--- src/rtl/rand_io_pkg.sv ---
// Shared constants, lane seeding and LFSR/MISR step helpers for the random-stimulus harness.
package rand_io_pkg;

    localparam logic [31:0] LFSR_MASK = 32'h8020_0003;
    localparam logic [31:0] GOLDEN    = 32'h9E37_79B9;
    localparam logic [31:0] MISR_MASK = LFSR_MASK;

    typedef enum logic [1:0] {
        GEN_FREE   = 2'b00,
        GEN_STEP   = 2'b01,
        GEN_HOLD   = 2'b10,
        GEN_RESEED = 2'b11
    } gen_mode_e;

    // A zero seed would lock the Galois LFSR at zero forever, so it is replaced.
    function automatic logic [31:0] lane_seed(input logic [31:0] g, input logic [31:0] base);
        logic [31:0] s;
        s = (GOLDEN * (g + 32'd1)) + base;
        return (s == 32'd0) ? 32'd1 : s;
    endfunction

    function automatic logic [31:0] lfsr_step(input logic [31:0] s);
        return {1'b0, s[31:1]} ^ (s[0] ? LFSR_MASK : 32'd0);
    endfunction

    function automatic logic [31:0] misr_step(input logic [31:0] s, input logic [31:0] fold);
        return ({1'b0, s[31:1]} ^ (s[0] ? MISR_MASK : 32'd0)) ^ fold;
    endfunction

endpackage

--- src/rtl/rand_lane_gen.sv ---
// One 32-bit Galois LFSR lane; load restores the compile-time seed and wins over adv.
module rand_lane_gen
    import rand_io_pkg::*;
#(
    parameter logic [31:0] SEED = 32'd1
) (
    input  logic        clk,
    input  logic        reset,
    input  logic        adv,
    input  logic        load,
    output logic [31:0] state
);

    logic [31:0] state_q;
    logic [31:0] state_d;

    // Next lane state: reseed, advance or hold.
    always_comb begin
        state_d = state_q;
        if (load) begin
            state_d = SEED;
        end else if (adv) begin
            state_d = lfsr_step(state_q);
        end else begin
            state_d = state_q;
        end
    end

    // Lane state register.
    always_ff @(posedge clk) begin
        if (reset) begin
            state_q <= SEED;
        end else begin
            state_q <= state_d;
        end
    end

    assign state = state_q;

endmodule

--- src/rtl/rand_io_harness.sv ---
// Pin-limited wrapper harness: seeded LFSR write-data lanes, registered slice readback and
// a 32-bit MISR that folds all read data so the wrapped logic survives synthesis.
module rand_io_harness
    import rand_io_pkg::*;
#(
    parameter int          NUM_CH    = 2,
    parameter int          DATA_W    = 256,
    parameter int          OUT_W     = 8,
    parameter logic [31:0] SEED_BASE = 32'd0,
    localparam int         NSLICE    = NUM_CH * DATA_W / OUT_W,
    localparam int         SEL_W     = $clog2(NSLICE)
) (
    input  logic                     clk,
    input  logic                     reset,
    input  logic [1:0]               gen_mode,
    input  logic                     gen_step,
    output logic [NUM_CH*DATA_W-1:0] wdata,
    input  logic [NUM_CH*DATA_W-1:0] rdata,
    input  logic [SEL_W-1:0]         out_sel,
    output logic [OUT_W-1:0]         out,
    input  logic                     sig_en,
    input  logic                     sig_clr,
    output logic [31:0]              sig,
    output logic [15:0]              sig_cnt
);

    localparam int LANES = DATA_W / 32;
    localparam int NLANE = NUM_CH * LANES;

    gen_mode_e        mode_s;
    logic             adv_s;
    logic             load_s;
    logic [OUT_W-1:0] out_d;
    logic [OUT_W-1:0] out_q;
    logic [31:0]      fold_s;
    logic [31:0]      sig_d;
    logic [31:0]      sig_q;
    logic [15:0]      cnt_d;
    logic [15:0]      cnt_q;

    assign mode_s = gen_mode_e'(gen_mode);

    // Decode the generator mode into per-lane advance/load strobes.
    always_comb begin
        adv_s  = 1'b0;
        load_s = 1'b0;
        case (mode_s)
            GEN_FREE:   adv_s  = 1'b1;
            GEN_STEP:   adv_s  = gen_step;
            GEN_HOLD:   adv_s  = 1'b0;
            GEN_RESEED: load_s = 1'b1;
            default: begin
                adv_s  = 1'b0;
                load_s = 1'b0;
            end
        endcase
    end

    for (genvar g = 0; g < NLANE; g++) begin : g_lane
        rand_lane_gen #(
            .SEED (lane_seed(32'(g), SEED_BASE))
        ) u_lane (
            .clk   (clk),
            .reset (reset),
            .adv   (adv_s),
            .load  (load_s),
            .state (wdata[g*32 +: 32])
        );
    end

    // Slice mux built from valid indices only, so an out-of-range select yields zero.
    always_comb begin
        out_d = '0;
        for (int i = 0; i < NSLICE; i++) begin
            out_d = out_d | ((out_sel == SEL_W'(i)) ? rdata[i*OUT_W +: OUT_W] : '0);
        end
    end

    // XOR of every 32-bit lane of read data across all channels.
    always_comb begin
        fold_s = 32'd0;
        for (int g = 0; g < NLANE; g++) begin
            fold_s = fold_s ^ rdata[g*32 +: 32];
        end
    end

    // Signature and saturating accept counter; clear wins over enable.
    always_comb begin
        sig_d = sig_q;
        cnt_d = cnt_q;
        if (sig_clr) begin
            sig_d = 32'd0;
            cnt_d = 16'd0;
        end else if (sig_en) begin
            sig_d = misr_step(sig_q, fold_s);
            cnt_d = (cnt_q == 16'hFFFF) ? cnt_q : (cnt_q + 16'd1);
        end else begin
            sig_d = sig_q;
            cnt_d = cnt_q;
        end
    end

    // Readback and signature registers.
    always_ff @(posedge clk) begin
        if (reset) begin
            out_q <= '0;
            sig_q <= 32'd0;
            cnt_q <= 16'd0;
        end else begin
            out_q <= out_d;
            sig_q <= sig_d;
            cnt_q <= cnt_d;
        end
    end

    assign out     = out_q;
    assign sig     = sig_q;
    assign sig_cnt = cnt_q;

endmodule
--- config.mk ---
export PLATFORM = sky130hd
export DESIGN_NAME = rand_io_harness
export DESIGN_NICKNAME = d
export VERILOG_FILES = /design/src/rtl/rand_io_pkg.sv /design/src/rtl/rand_lane_gen.sv /design/src/rtl/rand_io_harness.sv
export SDC_FILE = /design/constraint.sdc
export NUM_CORES = 2
export LEC_CHECK = 0
export BUFFER_PORTS_ARGS = -buffer_cell sky130_fd_sc_hd__buf_4
export CORE_AREA = 8 8 424 426
export CTS_CLUSTER_DIAMETER = 100
export DETAILED_ROUTE_END_ITERATION = 10
export DIE_AREA = 0 0 432 434
export PLACE_DENSITY = 0.37
export SLEW_MARGIN = 40
export SYNTH_ARGS = -nofsm -noshare
export SYNTH_HDL_FRONTEND = slang
export SYNTH_SLANG_ARGS = --single-unit
--- constraint.sdc ---
create_clock -name clk -period 2.15 [get_ports clk]
set_input_delay 0.43 -clock clk [delete_from_list [all_inputs] [get_ports clk]]
set_output_delay 0.43 -clock clk [all_outputs]
set_load 0.02 [all_outputs]
==> flow_metrics.env <==
export IMPL_min_period_over_period_pct=93.4
export IMPL_dr_pass1_iters=7
export IMPL_status="finished, final reports clean"
export IMPL_cts_buffer_depth=3
export IMPL_htreeDepth=3
export IMPL_crit_path_start_kind="input pin"
export IMPL_start_util_pct=16.2
export IMPL_min_period_ns=2.01
export IMPL_final_common_cell="buf_4"
export IMPL_synth_xor_area_share_pct=17.8
export IMPL_power_density_mw_per_mm2=799
export IMPL_synth_cell_types=71
export IMPL_fin_util_pct=25.6
export IMPL_max_clock_freq_mhz=498
export IMPL_cts_sinks=568
export IMPL_cp_slowest_stage_delay_ns=0.35
export IMPL_drt_iter0_markers=2922
export IMPL_grtUsageTotal_pct=23.6
export IMPL_ys_ff_latch=568
export IMPL_ant_nets=0
export IMPL_dp_cells=7022
export IMPL_io_buffers=1092
export IMPL_final_cell_mix="1390 x buf_4, 991 x nand2_1, 567 x dfxtp_1, 464 x xnor2_1, 263 x nand3_1"
export IMPL_syn_area_mm2=0.0280
export IMPL_rows=153
export IMPL_syn_num_nets=4019
export IMPL_cts_clk_slew_worst_paths_ns=0.06
export IMPL_path_buf_inv=4
export IMPL_crit_chain="buf_4 -> buf_4 -> and4b_4 -> and2_1 -> buf_12 -> a222oi_1 -> nand2_1 -> nor3_1 -> buf_4 -> a41oi_1"
export IMPL_grt_pass1_vias=31800
export IMPL_core_mm2=0.173
export IMPL_ioPinCount=1093
export IMPL_cp_end_kind="register"
export IMPL_die_h_um=434
export IMPL_grt_pass1_wl_um=304000
export IMPL_synth_ff_type="dfxtp_1"
export IMPL_cts_tree="yes"
export IMPL_min_from="sig_en"
export IMPL_setup_tns_ns=0
export IMPL_tightestPinTransition_ns=0.844
export IMPL_cp_data_required_time_ns=2.69
export IMPL_synth_edf_count=0
export IMPL_report_final_hold_viol_count=0
export IMPL_antenna_found_initial=21
export IMPL_p_leak_nw=18.7
export IMPL_cts_buffers=76
export IMPL_place_congestion=1.04
export IMPL_design_die_area_mm2=0.187
export IMPL_cp_max_fo=10
export IMPL_worst_path_most_repeated_cell="buf_4"
export IMPL_synth_simple_area_share_pct=24.3
export IMPL_clock_skew_final_ns=0.0411
export IMPL_grt_setup_unrepaired="no"
export IMPL_worstPathArrival_ns=2.55
export IMPL_regToRegStartpoint="sig_cnt[5]"
export IMPL_power_mw=35.3
export IMPL_routedWlPerCell_um=32.6
export IMPL_slowest_stage="a222oi_1"
export IMPL_ys_seq_area_share_pct=40.6
export IMPL_vias=32100
export IMPL_worstHoldPathType="input pin to register"
export IMPL_final_fill_count=19000
export IMPL_synth_compound_area_share_pct=13.1
export IMPL_ys_warn_count=0
export IMPL_gr_total_overflow=0
export IMPL_drive_gt1_share_pct=33.5
export IMPL_num_nets_final=5301
export IMPL_max_cap_viol_count=0
export IMPL_routed_via_density=4.48
export IMPL_grt_max_degree=72
export IMPL_fp_dieW_um=432
export IMPL_routed_wl_um=234000
export IMPL_cts_root_buf="clkbuf_16"
export IMPL_syn_inst=3493
export IMPL_drc_errors=0
export IMPL_synthAdderAreaFrac_pct=0.0447
export IMPL_postSynthAreaPerCell_um2=8.01
export IMPL_finalSetupViolCount=0
export IMPL_holdBufCountCts=0
export IMPL_muxShareOfSynthArea_pct=0.483
export IMPL_synth_async_reset_ratio_pct=0
export IMPL_startpoint="out_sel[1]"
export IMPL_area_growth_pct=58.0
export IMPL_synth_top_family_by_area="simple AND/OR/NAND/NOR gates"
export IMPL_drv_slew=0
export IMPL_slew_limit_headroom_pct=43.6
export IMPL_final_cells=7168
export IMPL_crit_type="input pin to register"
export IMPL_vdd_drop_max_mv=0.539
export IMPL_hold_ws_ns=0.0916
export IMPL_clock_latency_ns=0.68
export IMPL_hpwl_um=198000
export IMPL_crit_family="simple AND/OR/NAND/NOR gates"
## through the flow
| stage | area, µm² | setup WS, ns |
|---|---|---|
| floorplan | 28000 | 0.168 |
| global placement | 41700 | -0.523 |
| detailed placement | 41700 | -0.457 |
| CTS | 44200 | 0.0364 |
| global route | 44200 | 0.0438 |
| finish | 44200 | 0.142 |
## cells by family (layout without fill, tap and decap cells)
family / Yosys count / count (layout)
AO/OA/AOI/OAI: 566 / 566
adder cells (fa/ha/maj): 1 / 1
buffers and inverters: 251 / 1590
other: 0 / 11
XOR/XNOR: 567 / 567
multiplexers: 12 / 12
flip-flops: 568 / 568
AND/OR/NAND/NOR: 1528 / 1528
## what timing repair did
action | 4_1_cts | 5_1_grt
setup endpoints to repair | 1 | 1
resized for setup | 1 | 1
setup buffers | 0 | 0
cloned | 0 | 0
## cell type report
type                    instances  area [µm²]  area share, %
flip-flops and latches        568       11400           25.7
clock buffers                 107        2150           4.86
clock inverters                28         387          0.874
diodes                         11        27.5         0.0622
well taps                    2325        2910           6.58
multi-input cells            2674       15700           35.5
inverters                       4        15.0         0.0339
repair buffers               1451       11700           26.4
## state kept, by name (all words and copies together) (netlist names)
name / count
g_lane.u_lane.state: 512
sig_cnt: 16
sig: 32
out: 8
## metal layers
layer	part of all wire [%]	wire (µm)	track usage, %	up-vias
met4	5.9	13700	12.1	6
li1	-	-	-	14400
met2	47	110000	39.4	1387
met1	40	92700	28.0	15800
met5	0.016	37	0	-
met3	7.2	16800	6.06	456
## Yosys cell counts, types with 8 or more instances
| cell | instances | share of area, % |
|---|---|---|
| a211oi_1 | 18 | 0.48 |
| a21oi_1 | 247 | 4.4 |
| a22o_1 | 8 | 0.25 |
| a22oi_1 | 155 | 4.2 |
| a31oi_1 | 10 | 0.22 |
| a32oi_1 | 55 | 1.7 |
| and2_1 | 28 | 0.63 |
| and3_1 | 31 | 0.69 |
| buf_2 | 21 | 0.38 |
| clkbuf_1 | 209 | 2.8 |
| dfxtp_1 | 568 | 41 |
| mux2i_1 | 9 | 0.32 |
| nand2_1 | 991 | 13 |
| nand3_1 | 263 | 4.7 |
| nand3b_1 | 29 | 0.78 |
| nand4_1 | 39 | 0.87 |
| nor2_1 | 63 | 0.84 |
| nor2_4 | 8 | 0.32 |
| nor3_1 | 15 | 0.27 |
| nor4_1 | 16 | 0.36 |
| o211ai_1 | 16 | 0.43 |
| o21ai_0 | 38 | 0.68 |
| xnor2_1 | 464 | 15 |
| xor2_1 | 102 | 3.2 |
## worst paths after layout
check | end | cells after the start | slack (ns)
worst min register to register | g_lane[9].u_lane.state[30] | 2 | 0.46
worst max register to register | sig_cnt[13] | 6 | 0.17
worst max-delay path | out[5] | 10 | 0.14
worst min-delay path | sig_cnt[1] | 3 | 0.09
## worst register-to-register path, delay by kind of cell, from the launching register on
family	cells	cell delay, ns
xor gates and xnor gates	1	0.14
and+or+nand+nor	5	1.33
DFF	1	0.40
## power by group
group          switching, mW  internal (mW)
Combinational           6.08           4.20
Sequential             0.796           11.2
Clock                   5.52           7.55
Total                   12.4           22.9
(Power assumes the default switching activity.)
